===== src/rtl/tnn_seq_sum_cmp.sv =====
// Sequential sum-comparator neuron: streams tagged terms into pos/neg accumulators, emits threshold bit + signed margin.
// Optional macro TNN_SEQ_CMP_SAT_EN: accumulators saturate at 2^ACC_W-1 instead of wrapping.
module tnn_seq_sum_cmp #(
  parameter int IN_W      = 3,
  parameter int MAX_TERMS = 8,
  parameter int ACC_W     = 6,
  parameter int STRICT    = 1
) (
  input  logic             clk,
  input  logic             rst,
  input  logic             in_valid,
  output logic             in_ready,
  input  logic [IN_W-1:0]  in_data,
  input  logic             in_neg,
  input  logic             in_last,
  output logic             out_valid,
  input  logic             out_ready,
  output logic             out_bit,
  output logic [ACC_W:0]   out_diff,
  output logic             out_err
);

  localparam int CNT_W = (MAX_TERMS > 2) ? $clog2(MAX_TERMS) : 1;
  localparam logic [CNT_W-1:0] LAST_CNT = CNT_W'(MAX_TERMS - 1);

  typedef enum logic {
    ST_ACC  = 1'b0,
    ST_HOLD = 1'b1
  } state_t;

  state_t             state_q, state_d;
  logic [ACC_W-1:0]   pos_acc_q, pos_acc_d;
  logic [ACC_W-1:0]   neg_acc_q, neg_acc_d;
  logic [CNT_W-1:0]   cnt_q, cnt_d;
  logic               out_bit_q, out_bit_d;
  logic [ACC_W:0]     out_diff_q, out_diff_d;
  logic               out_err_q, out_err_d;

  logic               accept;
  logic               close;
  logic [ACC_W-1:0]   term;
  logic [ACC_W-1:0]   pos_sum;
  logic [ACC_W-1:0]   neg_sum;

  // One extra bit catches the carry; it either clamps or is dropped.
  function automatic logic [ACC_W-1:0] acc_add(input logic [ACC_W-1:0] a,
                                               input logic [ACC_W-1:0] b);
    logic [ACC_W:0] s;
    s = {1'b0, a} + {1'b0, b};
`ifdef TNN_SEQ_CMP_SAT_EN
    return s[ACC_W] ? {ACC_W{1'b1}} : s[ACC_W-1:0];
`else
    return s[ACC_W-1:0];
`endif
  endfunction

  assign in_ready  = (state_q == ST_ACC);
  assign out_valid = (state_q == ST_HOLD);
  assign accept    = in_valid && in_ready;
  assign close     = accept && (in_last || (cnt_q == LAST_CNT));
  assign term      = ACC_W'(in_data);
  assign pos_sum   = in_neg ? pos_acc_q : acc_add(pos_acc_q, term);
  assign neg_sum   = in_neg ? acc_add(neg_acc_q, term) : neg_acc_q;

  always_comb begin
    state_d    = state_q;
    pos_acc_d  = pos_acc_q;
    neg_acc_d  = neg_acc_q;
    cnt_d      = cnt_q;
    out_bit_d  = out_bit_q;
    out_diff_d = out_diff_q;
    out_err_d  = out_err_q;
    case (state_q)
      ST_ACC: begin
        if (accept) begin
          pos_acc_d = pos_sum;
          neg_acc_d = neg_sum;
          cnt_d     = cnt_q + 1'b1;
        end
        if (close) begin
          // Result is taken from the post-add sums so the closing term counts.
          state_d    = ST_HOLD;
          out_bit_d  = (STRICT != 0) ? (pos_sum > neg_sum) : (pos_sum >= neg_sum);
          out_diff_d = {1'b0, pos_sum} - {1'b0, neg_sum};
          out_err_d  = !in_last;
        end
      end
      ST_HOLD: begin
        if (out_ready) begin
          state_d    = ST_ACC;
          pos_acc_d  = '0;
          neg_acc_d  = '0;
          cnt_d      = '0;
          out_bit_d  = 1'b0;
          out_diff_d = '0;
          out_err_d  = 1'b0;
        end
      end
      default: state_d = ST_ACC;
    endcase
  end

  always_ff @(posedge clk or posedge rst) begin
    if (rst) begin
      state_q    <= ST_ACC;
      pos_acc_q  <= '0;
      neg_acc_q  <= '0;
      cnt_q      <= '0;
      out_bit_q  <= 1'b0;
      out_diff_q <= '0;
      out_err_q  <= 1'b0;
    end else begin
      state_q    <= state_d;
      pos_acc_q  <= pos_acc_d;
      neg_acc_q  <= neg_acc_d;
      cnt_q      <= cnt_d;
      out_bit_q  <= out_bit_d;
      out_diff_q <= out_diff_d;
      out_err_q  <= out_err_d;
    end
  end

  assign out_bit  = out_bit_q;
  assign out_diff = out_diff_q;
  assign out_err  = out_err_q;

endmodule


===== config.mk =====
export PLATFORM = sky130hd
export DESIGN_NAME = tnn_seq_sum_cmp
export DESIGN_NICKNAME = d
export VERILOG_FILES = /design/src/rtl/tnn_seq_sum_cmp.sv
export SDC_FILE = /design/constraint.sdc
export NUM_CORES = 1
export LEC_CHECK = 0
export ABC_AREA = 1
export BUFFER_PORTS_ARGS = -buffer_cell sky130_fd_sc_hd__clkbuf_2
export CORE_ASPECT_RATIO = 1.5
export CORE_MARGIN = 4
export CORE_UTILIZATION = 56
export CTS_CLUSTER_DIAMETER = 50
export CTS_CLUSTER_SIZE = 12
export DETAILED_ROUTE_END_ITERATION = 10
export PLACE_DENSITY = 0.74
export SYNTH_ARGS = -nofsm -noshare
export SYNTH_HDL_FRONTEND = slang
export SYNTH_SLANG_ARGS = --single-unit
export TNS_END_PERCENT = 5

===== constraint.sdc =====
create_clock -name clk -period 7.45 [get_ports clk]
set_input_delay 0.3725 -clock clk [delete_from_list [all_inputs] [get_ports clk]]
set_output_delay 0.3725 -clock clk [all_outputs]
set_load 0.05 [all_outputs]

==> results of run 1 <==
layout by cell type (no fill, tap or decap), types with 2 or more instances in the layout:
cell	synthesis	final
inv_1	19	19
a22o_1	5	5
dfrtp_1	25	25
xor2_1	4	4
o21ai_0	12	12
nand2_1	46	46
inv_2	4	4
o21ai_1	3	3
nand3_2	2	2
ha_1	14	14
nor2_4	3	3
nor2_1	6	6
o22ai_1	6	6
a21oi_1	4	4
nand3_1	6	6
fa_1	3	3
clkbuf_8	0	3
nand2_2	7	7
clkbuf_2	0	19
synth_stat cells (all sizes together):
cell type	number
a21oi	4
nand2	54
o22ai	6
a21o	1
clkbuf	1
a31oi	1
dfrtp	25
inv	24
ha	14
xnor2	1
fa	3
a22o	5
nand3	8
buf	1
o2111ai	1
nor2	9
nand3b	1
o31ai	1
nor3	1
and2	1
xor2	4
o21ai	16
nand4	1
final timing paths:
kind                                               start                  endpoint  slack, ns  depth (start not counted)
worst min register to register   out_diff[5]$_DFFE_PP0P_   out_diff[5]$_DFFE_PP0P_       0.49                          2
worst max-delay path            pos_acc_q[0]$_DFFE_PP0P_       out_bit$_DFFE_PP0P_       4.76                         15
min in group clk                               out_ready       out_valid$_DFF_PP0_       0.29                          2
max in group asynchronous                            rst  pos_acc_q[4]$_DFFE_PP0P_       6.59                          2
worst min-delay path                                 rst   out_diff[0]$_DFFE_PP0P_       0.27                          2
worst max register to register  pos_acc_q[0]$_DFFE_PP0P_       out_bit$_DFFE_PP0P_       4.76                         15
cell type report:
cell class | instances | area, um2
Clock buffer | 3 | 41.3
Clock inverter | 1 | 5.00
Fill cell | 258 | 937
Inverter | 24 | 92.6
Multi-Input combinational cell | 132 | 862
Sequential cell | 25 | 626
Tap cell | 37 | 46.3
Timing Repair Buffer | 19 | 95.1
kinds of logic after synthesis:
| kind of cell | share of synthesized area |
|---|---|
| compound gates | 0.140 |
| buf+inv | 0.0674 |
| flops | 0.392 |
| xor+xnor | 0.0274 |
| fa+ha+maj | 0.147 |
| simple gates | 0.226 |
through the flow:
stage               utilization  power [uW]  area, um2  cells  setup WS [ns]
floorplan                     -         536       1600    183           5.07
global placement          0.636         613       1720    237           4.71
detailed placement        0.636         631       1720    237           4.67
CTS                       0.654         715       1770    241           4.76
global route              0.654         775       1770    241           4.54
finish                    0.654         714       1770    241           4.76
power groups by stage:
stage / Combinational, uW / Sequential, uW / Clock, uW
floorplan: 255 / 282 / 0
detailed placement: 412 / 219 / 0
global placement: 398 / 215 / 0
global route: 466 / 222 / 87.0
finish: 416 / 216 / 81.2
CTS: 417 / 216 / 82.1
state kept, by name, summed over array words and instances, names as in the netlist:
register and flops:
cnt_q 3, neg_acc_q 6, out_bit 1, out_diff 7, out_err 1, out_valid 1
pos_acc_q 6
routing by layer:
layer | up-vias | routed length (um) | track usage
met1 | 630 | 1470 | 0.256
met4 | 0 | 60 | 0.0933
li1 | 645 | - | -
met5 | - | 0 | 0
met3 | 6 | 107 | 0.0243
met2 | 29 | 1860 | 0.388
critical path: stages, from the launching register on:
cell     delay [ns]
dfrtp_1        0.39
ha_1           0.21
fa_1           0.39
nand2_1        0.09
nand2_1        0.05
o21ai_0        0.31
ha_1           0.35
a21oi_1        0.17
o21ai_1        0.10
and2_2         0.19
nand3_2        0.07
nand2_1        0.05
nand2_1        0.07
nand2_1        0.05
nand2_1        0.05
nand2_1        0.04
==> flow_summary.yaml, run 1 <==
outcome:
  outcome: "completed"
power_and_ir_drop:
  leakage_uw: 0.000951
  power_density_nw_per_um2: 404
  switching_share: 0.493
  combPwrFrac: 0.583
  ir_drop_v: 0.000303
  pwr-share-seq: 0.303
  p_switching_uw: 351
  power_frac_clock: 0.114
  p_int_uw: 362
grt:
  grt_pass1_wl_um: 6180
  grt_overflow: 0
  grt_max_degree: 26
  grt_usage: 0.216
  grt_pass1_vias: 1404
  antenna_found_initial: 0
detailed_routing:
  wirelength_um: 3500
  dr.pass1.iters: 4
  via_per_inst: 5.44
  routed-via-count: 1310
  drc_errors: 0
  avgRoutedWirePerCell_um: 14.5
  antenna_left: 0
  drt_iter0_drc: 50
worst_setup_path:
  cp.arrival_ns: 2.86
  cp-end-kind: "flip-flop"
  startpoint_type: "flip-flop"
  path_max_fanout: 4
  required_ns: 7.62
  path_class: "flip-flop to flip-flop"
sta:
  tns_ns: 0
  hold_ws_ns: 0.275
  relSlewSlack: 0.372
  skew_ns: 0.00479
  setup_viol: 0
  layout_worst_path_cycle_share: 0.362
  max_freq_ghz: 0.371
  slew_violations: 0
  post-route-min-period_ns: 2.69
  hold_violations: 0
  rsz0062_at_grt: "false"
  tightest_slew_ns: 0.941
yosys:
  yosysSeqAreaShare: 0.392
  syn_area_um2: 1600
  ys_types: 31
  synth-seq-cells: 25
  yosys-top-cells-area: "dfrtp_1 (39%), ha_1 (11%), nand2_1 (11%)"
  yosysTopAreaCellShare: 0.392
  syn_nets: 209
  avgSynthCellArea_um2: 8.72
  syn_inst: 183
  yosys.area.top_type: "dfrtp_1"
  yosysWarnings: 0
clock_tree:
  cts_buffers: 3
  cts_hold_buffers: 0
  numClockSinks: 25
  clk_pin_slew_ns: 0.09
  clk_path_buf_depth: 2
  cts.root.buffer_cell: "clkbuf_8"
  post_cts_buffers: 0
  clkLatencyLatePin_ns: 0.27
  ctsResizeCount: 0
  htree_levels: 1
  cts_tree: "built"
floorplan:
  die_w_um: 51.6
  die_y_um: 73.4
  initial_core_util: 0.590
  io_pins: 20
  core_area_um2: 2710
  fp-row-count: 23
  die_area_um2: 3780
cells_and_area:
  area_growth_pct: 10.8
  drive_gt1_frac: 0.211
  finalNetCount: 231
  diodes: 0
hold_path:
  hold_path.class: "input pin to async pin"
run:
  cap_violations: 0
place:
  gp_congestion: 0.954
  dp_hpwl_um: 2790
  port-buffer-count: 19
Power figures use the tool's default switching activity.
==> run 2: changes to the inputs <==
Settings changed: ABC_AREA 1 to 0, CORE_UTILIZATION 56 to 52, PLACE_DENSITY 0.74 to 0.72.
Clock period 7.45 ns to 2.44 ns, I/O delays scaled along.
==> flow_summary.yaml, run 2 <==
clock_tree:
  htree_levels: 1
  cts_hold_buffers: 0
  cts.root.buffer_cell: "clkbuf_8"
  cts_buffers: 3
  clkLatencyLatePin_ns: 0.27
  clk_path_buf_depth: 2
  cts_tree: "built"
  numClockSinks: 25
  clk_pin_slew_ns: 0.09
detailed_routing:
  met1Wirelength_um: 1620
  antenna_left: 0
  top_layer_used: "met4"
  route.met2.wl_um: 2100
  dr.pass1.iters: 4
  via_per_inst: 5.55
  drt_iter0_drc: 38
  wirelength_um: 3840
  drc_errors: 0
  avgRoutedWirePerCell_um: 16.1
  routed-via-count: 1320
  wl_met3_um: 80
yosys:
  synth-seq-cells: 25
  syn_area_um2: 1630
  yosysTopAreaCellShare: 0.385
  yosysSeqAreaShare: 0.385
  synth_edf_count: 0
  syn_nets: 186
  ys.flop_type: "dfrtp_1"
  yosys.area.top_type: "dfrtp_1"
  avgSynthCellArea_um2: 10.2
  synthMostInstantiatedCell: "dfrtp_1"
  ys_types: 40
  synthArstFlopShare: 1.00
  yosysWarnings: 0
  netlist_top_cells_count: "dfrtp_1 (25), nand2_1 (16), o21ai_0 (16)"
  syn_inst: 160
  yosys-top-cells-area: "dfrtp_1 (38%), ha_1 (11%), o21ai_0 (4.9%)"
sta:
  hold_violations: 0
  tightest_slew_ns: 0.973
  layout_worst_path_cycle_share: 1.02
  setup_viol: 3
  skew_ns: 0.00268
  post-route-min-period_ns: 2.49
  rsz0062_at_grt: "true"
  fin_ws_ns: -0.0523
  max_freq_ghz: 0.401
  slew_violations: 0
  hold_ws_ns: 0.0354
  relSlewSlack: 0.351
  tns_ns: -0.127
outcome:
  outcome: "finished, violations left"
  violations: "negative setup slack"
cells_and_area:
  layout_common_cells: "dfrtp_1 (24), buf_4 (21), clkbuf_2 (19)"
  finalNetCount: 226
  area_growth_pct: 27.6
  layout.cells.non_filler: 238
  diodes: 0
  final_common_cell: "dfrtp_1"
  largest_reg_flops: 7
  drive_gt1_frac: 0.357
grt:
  grt_pass1_wl_um: 6260
  antenna_found_initial: 0
  grt_overflow: 0
  grt_pass1_vias: 1359
  grt_usage: 0.204
  grt_max_degree: 26
floorplan:
  fp-row-count: 24
  io_pins: 20
  die_area_um2: 4100
  die_w_um: 53.6
  initial_core_util: 0.552
  die_y_um: 76.5
  core_area_um2: 2940
worst_setup_path:
  path_max_fanout: 3
  path_class: "flip-flop to flip-flop"
  cp-end-kind: "flip-flop"
  startpoint_type: "flip-flop"
  cpLargestDelayFamily: "adder cells"
  slowest_stage: "dfrtp_2"
  required_ns: 2.59
  slowest_delay_ns: 0.43
  cp.arrival_ns: 2.64
  path_buf_inv: 1
  path_cells: "buf_4, fa_2, mux2_4, ha_4, nor2b_1, o21a_1, o2111a_1, mux2i_1, o211ai_1"
power_and_ir_drop:
  leakage_uw: 0.00101
  ir_drop_v: 0.00103
  power_density_nw_per_um2: 1410
  p_total_uw: 2930
place:
  dp_cells: 226
  dp_hpwl_um: 2870
  port-buffer-count: 19
  gp_congestion: 0.894
hold_path:
  hold_path.class: "input pin to async pin"
run:
  cap_violations: 0
[run 2: cell count changes in the layout (fill, tap and decap cells not counted), moves of 6 or more]
cell     delta
inv_1      -14
nand2_2     -7
buf_4      +21
nand2_1    -30
o22ai_1     -6
[run 2: power by group]
group / total (uW) / switching (uW) / internal [uW]
Clock: 252 / 137 / 114
Combinational: 1990 / 1060 / 933
Sequential: 682 / 117 / 565
[run 2: layout make-up]
cell class | count | area, um2
clock buffers | 3 | 41.3
multi-input cells | 125 | 1080
repair buffers | 40 | 253
inverters | 5 | 18.8
fillers | 248 | 868
well taps | 39 | 48.8
flip-flops and latches | 25 | 627
clock inverters | 1 | 5.00
[run 2: repair_timing]
action / in CTS / in global routing
hold endpoints to repair: 0 / 0
setup endpoints to repair: 5 / 5
resized for setup: 9 / 16
buffers inserted: 0 / 8
pin swaps: 9 / 18
[run 2: cells by family (layout without fill, tap and decap cells)]
logic type	Yosys count	after routing	share of synthesized area
XOR/XNOR	10	10	0.0624
buffers and inverters	10	49	0.0239
adder cells (fa/ha/maj)	17	17	0.145
AND/OR/NAND/NOR	45	45	0.138
multiplexers	5	5	0.0323
AO/OA/AOI/OAI	48	48	0.214
flip-flops	25	25	0.385
[run 2: final timing paths]
check,to,from,slack (ns),depth (start not counted)
setup / recovery,out_diff[5]$_DFFE_PP0P_,pos_acc_q[1]$_DFFE_PP0P_,-0.05,9
hold / removal,out_diff[0]$_DFFE_PP0P_,rst,0.04,2
setup reg to reg,out_diff[5]$_DFFE_PP0P_,pos_acc_q[1]$_DFFE_PP0P_,-0.05,9
hold reg to reg,cnt_q[0]$_DFFE_PP0P_,cnt_q[0]$_DFFE_PP0P_,0.51,1
max in group asynchronous,pos_acc_q[1]$_DFFE_PP0P_,rst,1.74,2
min in group clk,out_valid$_DFF_PP0_,out_ready,0.05,2
[run 2: through the flow]
stage,setup slack [ns],cell area (um2),util
after global routing,-0.129,2070,0.705
after CTS,-0.119,1940,0.658
after floorplan,-0.0127,1630,-
final,-0.0523,2070,0.705
after detailed placement,-0.171,1850,0.629
after global placement,-0.0969,1850,0.629
[run 2: worst reg2reg max path: stages (launching register included)]
cell      delay [ns]
dfrtp_2         0.43
buf_4           0.14
fa_2            0.43
mux2_4          0.31
ha_4            0.24
nor2b_1         0.12
o21a_1          0.20
o2111a_1        0.23
mux2i_1         0.14
o211ai_1        0.12
[run 2: layer usage]
layer  vias up  global-route usage
met3         4              0.0254
li1        659                   -
met1       641               0.252
met2        16               0.348
met5         -                   0
met4         0              0.0742
